$ cat config.mk
export PLATFORM = sky130hd
export DESIGN_NAME = dma_rd_engine
export DESIGN_NICKNAME = d
export VERILOG_FILES = /design/src/rtl/dma_rd_engine.sv
export SDC_FILE = /design/constraint.sdc
export NUM_CORES = 1
export LEC_CHECK = 0
export ABC_AREA = 1
export CAP_MARGIN = 10
export CORE_ASPECT_RATIO = 1.5
export CORE_MARGIN = 1.5
export CORE_UTILIZATION = 46
export CTS_BUF_LIST = sky130_fd_sc_hd__clkbuf_8 sky130_fd_sc_hd__clkbuf_16
export CTS_CLUSTER_DIAMETER = 200
export DETAILED_ROUTE_END_ITERATION = 6
export HOLD_SLACK_MARGIN = 0.03
export PLACE_DENSITY = 0.83
export SYNTH_ARGS = -nofsm -noshare
export SYNTH_HDL_FRONTEND = slang
export SYNTH_SLANG_ARGS = --single-unit
$ cat constraint.sdc
create_clock -name clk -period 2 [get_ports clk]
set_clock_uncertainty 0.1 [all_clocks]
set_input_delay 0.3 -clock clk [delete_from_list [all_inputs] [get_ports clk]]
set_output_delay 0.3 -clock clk [all_outputs]
set_load 0.05 [all_outputs]
$ cat src/rtl/dma_rd_engine.sv
// -----------------------------------------------------------------------------
// dma_rd_engine
//   Source-side DMA read engine. It reads len_words 32-bit words, starting at
//   src_addr, over an ICB-style master port with one request in flight. Each
//   good response is pushed straight into the downstream 16x32 FIFO. No new
//   command is presented while that FIFO reports full.
//
//   Optional feature: define DMA_RD_ABORT_EN to add the `abort` input, which
//   ends a transfer early. Without it, a transfer runs until every word is
//   read or a bus error occurs.
// -----------------------------------------------------------------------------
module dma_rd_engine #(
   parameter int AW   = 32,
   parameter int DW   = 32,
   parameter int LENW = 16
) (
   input  logic            clk,
   input  logic            rst_n,
   input  logic            start,
`ifdef DMA_RD_ABORT_EN
   input  logic            abort,
`endif
   input  logic [AW-1:0]   src_addr,
   input  logic [LENW-1:0] len_words,
   output logic            busy,
   output logic            done,
   output logic            err,
   output logic [LENW-1:0] xfer_cnt,
   output logic            icb_cmd_valid,
   input  logic            icb_cmd_ready,
   output logic [AW-1:0]   icb_cmd_addr,
   output logic            icb_cmd_read,
   input  logic            icb_rsp_valid,
   output logic            icb_rsp_ready,
   input  logic [DW-1:0]   icb_rsp_rdata,
   input  logic            icb_rsp_err,
   output logic            fifo_w_en,
   output logic [DW-1:0]   fifo_data_w,
   input  logic            fifo_full
);

   typedef enum logic [1:0] {
      S_IDLE,
      S_CMD,
      S_RSP,
      S_DONE
   } state_e;

   state_e          state_q;
   logic [AW-1:0]   addr_q;
   logic [LENW-1:0] rem_q;
   logic [LENW-1:0] xfer_cnt_q;
   logic            busy_q;
   logic            done_q;
   logic            err_q;
   logic            rsp_ready_q;
   logic            abort_pend_q;

   logic            abort_w;
   logic            cmd_fire;
   logic            rsp_fire;

`ifdef DMA_RD_ABORT_EN
   assign abort_w = abort;
`else
   assign abort_w = 1'b0;
`endif

   // The FIFO can only drain while a command waits (no response is in flight),
   // so once fifo_full drops the valid stays up until the handshake completes.
   // An abort withdraws the command before any handshake can happen.
   assign icb_cmd_valid = (state_q == S_CMD) && !fifo_full && !abort_w;
   assign icb_cmd_addr  = addr_q;
   assign icb_cmd_read  = 1'b1;
   assign icb_rsp_ready = rsp_ready_q;

   assign cmd_fire  = icb_cmd_valid && icb_cmd_ready;
   assign rsp_fire  = rsp_ready_q && icb_rsp_valid;

   // Push in the same cycle the response is accepted; data passes straight through.
   assign fifo_w_en   = rsp_fire && !icb_rsp_err;
   assign fifo_data_w = icb_rsp_rdata;

   assign busy     = busy_q;
   assign done     = done_q;
   assign err      = err_q;
   assign xfer_cnt = xfer_cnt_q;

   // Transfer FSM: state, address/length counters and registered status outputs.
   always_ff @(posedge clk or negedge rst_n) begin
      if (!rst_n) begin
         state_q      <= S_IDLE;
         addr_q       <= '0;
         rem_q        <= '0;
         xfer_cnt_q   <= '0;
         busy_q       <= 1'b0;
         done_q       <= 1'b0;
         err_q        <= 1'b0;
         rsp_ready_q  <= 1'b0;
         abort_pend_q <= 1'b0;
      end else begin
         // NOTE: non-blocking assignments throughout, so every branch below reads
         // the pre-edge register values regardless of statement order.
         done_q <= 1'b0;
         case (state_q)
            S_IDLE: begin
               if (start) begin
                  addr_q     <= src_addr & ~AW'(3);
                  rem_q      <= len_words;
                  xfer_cnt_q <= '0;
                  err_q      <= 1'b0;
                  busy_q     <= 1'b1;
                  if (len_words == '0) begin
                     state_q <= S_DONE;
                     done_q  <= 1'b1;
                  end else begin
                     state_q <= S_CMD;
                  end
               end
            end

            S_CMD: begin
               if (abort_w) begin
                  state_q <= S_DONE;
                  done_q  <= 1'b1;
               end else if (cmd_fire) begin
                  state_q     <= S_RSP;
                  rsp_ready_q <= 1'b1;
               end
            end

            S_RSP: begin
               // An abort seen while waiting is remembered until the response lands.
               if (abort_w) begin
                  abort_pend_q <= 1'b1;
               end
               if (rsp_fire) begin
                  rsp_ready_q <= 1'b0;
                  if (icb_rsp_err) begin
                     err_q   <= 1'b1;
                     state_q <= S_DONE;
                     done_q  <= 1'b1;
                  end else begin
                     addr_q     <= addr_q + AW'(4);
                     rem_q      <= rem_q - LENW'(1);
                     xfer_cnt_q <= xfer_cnt_q + LENW'(1);
                     if ((rem_q == LENW'(1)) || abort_w || abort_pend_q) begin
                        state_q <= S_DONE;
                        done_q  <= 1'b1;
                     end else begin
                        state_q <= S_CMD;
                     end
                  end
               end
            end

            S_DONE: begin
               state_q      <= S_IDLE;
               busy_q       <= 1'b0;
               abort_pend_q <= 1'b0;
            end

            default: begin
               state_q     <= S_IDLE;
               busy_q      <= 1'b0;
               rsp_ready_q <= 1'b0;
            end
         endcase
      end
   end

endmodule

[Yosys cells after proc, flatten, opt, wreduce, memory -nomap -nowiden]
Index checks and enable logic that the tools add are counted.
Widths: inputs -> output; s select.
Storage, ports and cells
  output and inout port bits: 87
  latch bits: 0
  memories kept: 0
  RAM bits: 0
  word-level logic and storage cells: 70
  bits in registers: 70
  memory bits (read-only): 0
  bits of input ports: 87
Operators by class
  equal/unequal tests: 9
  order comparisons: 0
  div/mod/pow operators: 0
  reduce and logical (&&, ||, !) cells: 16
  shift-type cells: 0
  multiply operators: 0
  add/subtract/negate cells: 3
  bitwise operators: 0
  muxes and demuxes: 34
Operator list (count)
  $mux 16: 6
  $mux 32: 3
  $pmux 16 s2: 2
  $pmux 32 s2: 1
  $add 32x3->32 const B: 1
  $add 16x1->16 const B: 1
  $eq 16x1->1 const B: 1
  $logic_not 16->1: 1
  $sub 16x1->16 const B: 1
  $mux 2: 6
  $mux 1: 11
  $ne 2x2->1 const B: 5
  $pmux 1 s2: 4
  $pmux 2 s4: 1
  $reduce_and 4->1: 2
  $reduce_and 3->1: 2
  $reduce_bool 2->1: 3
  $eq 2x2->1 const B: 2
  $logic_and 1x1->1: 4
  $eq 2x1->1 const B: 1
  $logic_not 1->1: 2
  $logic_not 2->1: 1
  $reduce_and 2->1: 1

[Depth between registers and ports, before layout]
Gate-level depths: netlist of run 1.
  word-level depth: 5
  depth in mapped cells: 11
  depth with buffers taken out: 11

[Least setup slack after synthesis of run 1]
Ideal clock, no wire load.
  path kind: flip-flop to flip-flop
  start: register addr_q[2] (netlist: icb_cmd_addr[2])
  end: register addr_q[18] (netlist: icb_cmd_addr[18])
  path buffers: 0
  setup time: 0.113 ns
  setup slack: -0.030 ns
  period minus slack after synthesis: 2.030 ns
  data required time: 1.787 ns
  arrival: 1.817 ns
  cell stages (with the launch flop): 11
  cell sequence: dfrtp_1 > ha_1 > nand3_1 > inv_2 > nand2_1 > nor2_4 > nand3_1 > o21ai_0 > nand2_1 > nand2_1 > inv_1
On the way
  longest elaborated chain between the ends: 4
RTL lines
  start: declaration: line 50  | logic [AW-1:0] addr_q;
  start signal: assignment: line 108  | addr_q <= src_addr & ~AW'(3);
  start signal: assignment: line 144  | addr_q <= addr_q + AW'(4);
  $add 32x3->32: line 144
  $mux 32: line 139  | if (icb_rsp_err) begin
  $mux 32: line 137  | if (rsp_fire) begin
  $pmux 32 s2: line 105  | case (state_q)
Every way passes these cells. The select of a mux whose other input is x is not followed.
A chain may end at the register's enable or synchronous reset.

[Final worst setup path of run 1]
  start: register addr_q[3] (netlist: icb_cmd_addr[3])
  end: output port icb_cmd_addr[3]
RTL lines
  end: declaration: line 31  | output logic [AW-1:0] icb_cmd_addr,
No word-level cell between the ends.

==> summary.md, run 1 <==
| Metric | Value |
|---|---|
| Status | completed |
| Vias | 5367 |
| DRC | 0 |
| XOR/XNOR Fraction of Synth Area | less than 1% |
| YS warnings | 0 |
| Vias/cell | 5.27 |
| First-pass GRT wire length | approximately 23 mm |
| Top Family by Delay on Critical Path | buffers and inverters |
| Post-Synth Simple-Gate Area | just over 40% |
| DR pass1 iterations | 5 |
| Worst hold path type | input port to asynchronous set/reset pin |
| Sink Count | just under 70 |
| Global route total overflow | 0 |
| ANT cells | 0 |
| Buffers plus inverters on the worst setup path | 1 |
| Area after DPL | 6000 sq um |
| Antenna viol nets, final | 0 |
| CP max stage cell | clkdlybuf4s50_1 |
| DRT iter0 DRCs | ~350 |
| Sw frac | between 50% and 60% |
| Largest net degree at the start of global routing | 35 |
| Final GP Congestion | 0.893 |
| Worst skew pair latency | 340 ps |
| Arrival time at the worst endpoint | between 1500 and 2000 ps |
| Leak | 2.98 nW |
| Ys async rst share | 100% |
| I/O pin cnt | approximately 170 |
| Avg WL per Cell | between 10 and 15 um |
| Synth cell types | 34 |
| Bufs on Longest Clock Path | 2 |
| Post-synthesis mux area share | 0% |
| Area grow syn2layout | 27.0% |
| Max_cap viols | 0 |
| Crit-path max FO | 5 |
| Synth Area in Adders | 0.999% |
| Initial core utilization | a little under half |
| Int Pwr | around 0.0049 W |
| Commonest non-fill, non-tap cell in the layout | nand2_1 |
| H-tree depth | 3 |
| # setup viols final | 0 |
| Initial antenna violation count | 0 |
| Post-Syn Area | ~5000 sq um |
| Final period utilization | a little over nine tenths |
| Post-synthesis cell count | roughly 800 |
| Flops & latches, synth | ~70 |
| Crit Path Category | flop to primary output |
| Most frequent cells in the layout | nand2_1, nor2_1, dfrtp_1, inv_1, clkdlybuf4s50_1 |
| Overall routing resource usage | roughly 26% |
| Critical path startpoint category | flop |
| Crit-path cells | clkdlybuf4s50_1 |
| Nets | between 900 and 1000 |
| Main combinational cell family by area after synthesis | simple AND/OR/NAND/NOR gates |
| FMAX | between 500 and 600 MHz |
| Setup TNS | 0 ps |
| Detailed placement HPWL | roughly 11 mm |
| Die H | around 130 um |
| Die span in x | a little under 90 um |
| Share of post-route cells with drive strength above 1 | a little under a tenth |
| DRT Wirelength | roughly 14 mm |
| Cell taking the most area after synthesis | dfrtp_1 |
| Clock transition at path regs | around 60 ps |
| Sequential power share | around a quarter |
| CTS buffer count | 9 |
| Compound-Gate Fraction of Synth Area | about 11% |
| Root Driver | clkbuf_16 |
| Synth top area cells | dfrtp_1, nand2_1, nor2_1 |
| RSZ-0062 raised after global routing | true |
| Final core utilization | about three fifths |
| Non-filler cells, final | ~1000 |
| DIE AREA | between 10000 and 15000 sq um |
| I/O Buffers | between 100 and 150 |
| Vias in the first global route | 5000 |
| VDD IR-drop max | about 1.5 mV |
| Worst path required time | 1600 ps |
| Share of total power in the clock network | 17.4% |
| Fin. Hold Viols | 0 |
| Num rows | 46 |
| Core area | roughly 11000 sq um |
| Synth top area share | 34.0% |
| Actual slew at the worst max-slew pin | ~510 ps |
| Number of instances in the placed design | 1001 |
| Avg Cell Area, Syn | between 6 and 7 sq um |
| EDFF count, synth | 0 |
| CTS tree | yes |
| Sequential cell area fraction in the yosys report | 34.0% |
| Design Area, Final | 6360 sq um |
| Slew Limit Fails | 0 |
| CP endpoint kind | primary output |
| Crit path largest cell delay | approximately 800 ps |
| P per Cell Area | roughly 1600 nW/um^2 |
| Slew headroom | around 66% |
| Crit path time final | 1980 ps |
| Net Switching | roughly 0.0052 W |
| Comb pwr share | between 50 and 60% |
| Post-synth top flop | dfrtp_1 |
## final cells by class
cell class	instances	area (sq um)
Fill cell	1024	4230
Inverter	68	255
Tap cell	144	180
Timing Repair Buffer	123	1210
Clock buffer	10	239
Sequential cell	68	1710
Multi-Input combinational cell	600	2690
Clock inverter	6	86.3
## synth_stat cells (5+ instances only)
cell type,count
nand2_1,247
nor2_1,138
dfrtp_1,68
inv_1,65
nand3_1,60
buf_4,38
o21ai_0,38
o21ai_1,25
a21oi_1,21
nand4_1,18
buf_2,10
clkbuf_1,9
nand3b_1,8
nor3_1,7
o22ai_1,5
## stage by stage
step           hold WS, ps  total power, W  worst slack [ps]
6_report               368          0.0101              21.5
5_1_grt                425          0.0109             -16.2
4_1_cts                374          0.0101              8.55
3_5_place_dp           200         0.00834              35.6
3_3_place_gp           199         0.00826              60.3
2_1_floorplan        -95.6         0.00669               129
## final timing paths
| check | from | to | slack (ps) | cells past startpoint |
|---|---|---|---|---|
| max in group asynchronous | rst_n | state_q[1]$_DFFE_PN0P_ | 890 | 3 |
| hold / removal | rst_n | rem_q[0]$_DFFE_PN0P_ | 370 | 2 |
| min in group clk | rem_q[13]$_DFFE_PN0P_ | rem_q[13]$_DFFE_PN0P_ | 410 | 2 |
| setup reg to reg | state_q[1]$_DFFE_PN0P_ | rem_q[12]$_DFFE_PN0P_ | 160 | 10 |
| setup / recovery | icb_cmd_addr[3]$_DFFE_PN0P_ | icb_cmd_addr[3] | 20 | 1 |
| hold reg to reg | rem_q[13]$_DFFE_PN0P_ | rem_q[13]$_DFFE_PN0P_ | 410 | 2 |
## repair_timing
| action | CTS | global route |
|---|---|---|
| resized for setup | 9 | 12 |
| endpoints found under the setup margin | 9 | 28 |
| buffers inserted | 0 | 1 |
| pin swaps | 0 | 1 |
| hold buffers | 1 | 0 |
| cloned | 0 | 0 |
| hold endpoints to repair | 16 | 0 |
## power groups by stage
| stage | combinational, W | clock [W] | sequential [W] |
|---|---|---|---|
| floorplan | 0.00315 | 0 | 0.00354 |
| global placement | 0.00570 | 0 | 0.00256 |
| detailed placement | 0.00578 | 0 | 0.00256 |
| CTS | 0.00577 | 0.00178 | 0.00255 |
| global route | 0.00639 | 0.00183 | 0.00266 |
| finish | 0.00579 | 0.00176 | 0.00258 |
## cells by family (layout without fill, tap and decap cells)
group	Yosys count	in the layout
xor gates and xnor gates	1	1
AOI/OAI and AO/OA	103	103
other	2	3
adders and majority gates	4	4
and+or+nand+nor	489	489
buffers and inverters	128	207
DFF	68	68
## routing by layer
layer | share of wire [%] | global-route usage [%] | up-vias
li1 | - | - | 2678
met1 | 39 | 29.1 | 2436
met2 | 52 | 46.7 | 208
met3 | 6.5 | 4.40 | 45
met4 | 3.0 | 11.5 | 0
met5 | 0 | 0 | -
## sequential cells by signal, indices dropped and copies added, names as in the netlist
signal / count
icb_cmd_addr: 30
rem_q: 16
xfer_cnt: 16
state_q: 2
busy: 1
done: 1
err: 1
icb_rsp_ready: 1
Note: power is estimated with default switching activity, not from simulation.
==> run 2: changes to the inputs <==
CAP_MARGIN = 20   (was 10)
CORE_ASPECT_RATIO = 0.75   (was 1.5)
==> summary.md, run 2 (synthesized netlist as in run 1, its figures left out) <==
| Metric | Value |
|---|---|
| Status | completed |
| Max reg flops | 30 |
| Buffers plus inverters on the worst setup path | 1 |
| Share of post-route cells with drive strength above 1 | under 10% |
| Share of total power in the clock network | between 10% and 20% |
| I/O Buffers | 104 |
| First-pass GRT wire length | around 23 mm |
| Bufs on Longest Clock Path | 2 |
| Worst skew pair latency | about 340 ps |
| Net Switching | between 0.005 and 0.006 W |
| Area occupied by registers | 1710 sq um |
| DRC | 0 |
| CTS tree | yes |
| # setup viols final | 0 |
| Most frequent cells in the layout | nand2_1, nor2_1, inv_1, dfrtp_1, nand3_1 |
| Area of the multi-input gates | approximately 2700 sq um |
| Leak | about 3.0 nW |
| R2r setup slk | 130 ps |
| Largest net degree at the start of global routing | 69 |
| Initial core utilization | between 40 and 50% |
| Nets | roughly 960 |
| Actual slew at the worst max-slew pin | about 500 ps |
| DIE AREA | 11500 sq um |
| Core area | around 10000 sq um |
| Fin. Hold Viols | 0 |
| Fill cells | around 980 |
| RSZ-0062 raised after global routing | true |
| ANT cells | 0 |
| Non-filler cells, final | between 1000 and 1500 |
| Initial antenna violation count | 0 |
| WHS | between 400 and 500 ps |
| Area grow syn2layout | 25.6% |
| VDD IR-drop max | between 0.7 and 0.8 mV |
| Vias/cell | roughly 5.4 |
| Crit Path Category | flop to primary output |
| Final GP Congestion | about 0.89 |
| Root Driver | clkbuf_16 |
| Sequential power share | a little over a quarter |
| FMAX | 513 MHz |
| CP endpoint kind | primary output |
| Number of instances in the placed design | slightly below 1000 |
| Vias | roughly 5500 |
| Crit path time final | between 1500 and 2000 ps |
| Max_cap viols | 0 |
| Crit-path max FO | 4 |
| DRT iter0 DRCs | around 440 |
| Clock transition at path regs | around 60 ps |
| Slew headroom | between 60% and 70% |
| Int Pwr | about 0.0047 W |
| Detailed placement HPWL | ~9.8 mm |
| Vias in the first global route | 4625 |
| CP max stage cell | clkdlybuf4s50_1 |
| Arrival time at the worst endpoint | 1550 ps |
| Critical path startpoint category | flop |
| Die span in x | ~120 um |
| Comb pwr share | between 50% and 60% |
| Sink Count | 68 |
| CTS buffer count | 9 |
| Slew Limit Fails | 0 |
| Worst path required time | between 1500 and 2000 ps |
| DRT Wirelength | approximately 14 mm |
| Crit path largest cell delay | about 830 ps |
| Avg WL per Cell | 14.2 um |
| P per Cell Area | 1580 nW/um^2 |
| Top Family by Delay on Critical Path | buffers and inverters |
| Die H | about 93 um |
| Global route total overflow | 0 |
| I/O pin cnt | 174 |
| Buffer count from post-CTS setup fixing | 0 |
| H-tree depth | 3 |
| Antenna viol nets, final | 0 |
| DR pass1 iterations | 5 |
| Overall routing resource usage | 25.3% |
| Sw frac | 52.7% |
| Worst hold path type | input port to asynchronous set/reset pin |
| Crit-path cells | clkdlybuf4s50_1 |
| Final period utilization | 97.5% |
| Num rows | 32 |
| Commonest non-fill, non-tap cell in the layout | nand2_1 |
-- run 2: cell types whose count changed in the layout (fill, tap and decap cells not counted), sizes merged, moves of 2 or more --
cell           previous run  this run
bufinv                    2         0
clkbuf                   10        12
clkdlybuf4s50            62        57
dlygate4sd2               9         2
dlymetal6s2s              6        12
inv                      69        71
-- run 2: power by group through the flow --
stage                     sequential (W)  clock, W  combinational (W)
after floorplan                  0.00354         0            0.00315
after global placement           0.00257         0            0.00562
after detailed placement         0.00257         0            0.00570
after CTS                        0.00255   0.00150            0.00573
after global routing             0.00265   0.00158            0.00642
final                            0.00258   0.00149            0.00585
-- run 2: worst min-delay path: stages --
cell and delay [ps]:
dlygate4sd3_1 520, buf_2 120, buf_12 320
-- run 2: timing repair --
item | CTS | global route
setup endpoints to repair | 2 | 21
hold buffers | 1 | 0
hold endpoints to repair | 68 | 0
resized for setup | 2 | 19
cloned | 0 | 1
-- run 2: layout make-up --
| type | count | area share (%) |
|---|---|---|
| Timing Repair Buffer | 119 | 19.0 |
| Multi-Input combinational cell | 600 | 42.8 |
| Sequential cell | 68 | 27.1 |
| Clock buffer | 11 | 4.02 |
| Clock inverter | 5 | 0.338 |
| Inverter | 68 | 4.06 |
| Tap cell | 136 | 2.70 |
-- run 2: path summary, 6_finish.rpt --
kind	start	to	cells past startpoint
setup / recovery	xfer_cnt[15]$_DFFE_PN0P_	xfer_cnt[15]	1
min in group clk	rem_q[15]$_DFFE_PN0P_	rem_q[15]$_DFFE_PN0P_	2
hold reg to reg	rem_q[15]$_DFFE_PN0P_	rem_q[15]$_DFFE_PN0P_	2
hold / removal	rst_n	icb_cmd_addr[5]$_DFFE_PN0P_	3
max in group asynchronous	rst_n	state_q[0]$_DFFE_PN0P_	3
setup reg to reg	state_q[1]$_DFFE_PN0P_	icb_cmd_addr[18]$_DFFE_PN0P_	10
-- run 2: metal layers --
metal	GRT usage, %	share of wire (%)	wire, um
met2	35.9	42	6050
met3	7.01	8.8	1270
met5	0	0	0
met1	38.4	48	6870
met4	4.31	0.80	114
-- run 2: stage by stage --
step / setup WS (ps) / power, W / area (sq um) / util, % / TNS, ps
2_1_floorplan: 129 / 0.00669 / 5020 / - / 0
6_report: 50.4 / 0.00992 / 6290 / 60.2 / 0
3_3_place_gp: 12.3 / 0.00819 / 5930 / 56.8 / 0
4_1_cts: 6.83 / 0.00979 / 6220 / 59.5 / 0
5_1_grt: -4.15 / 0.0106 / 6290 / 60.2 / -7.54
3_5_place_dp: -39.1 / 0.00827 / 5930 / 56.8 / -54.3
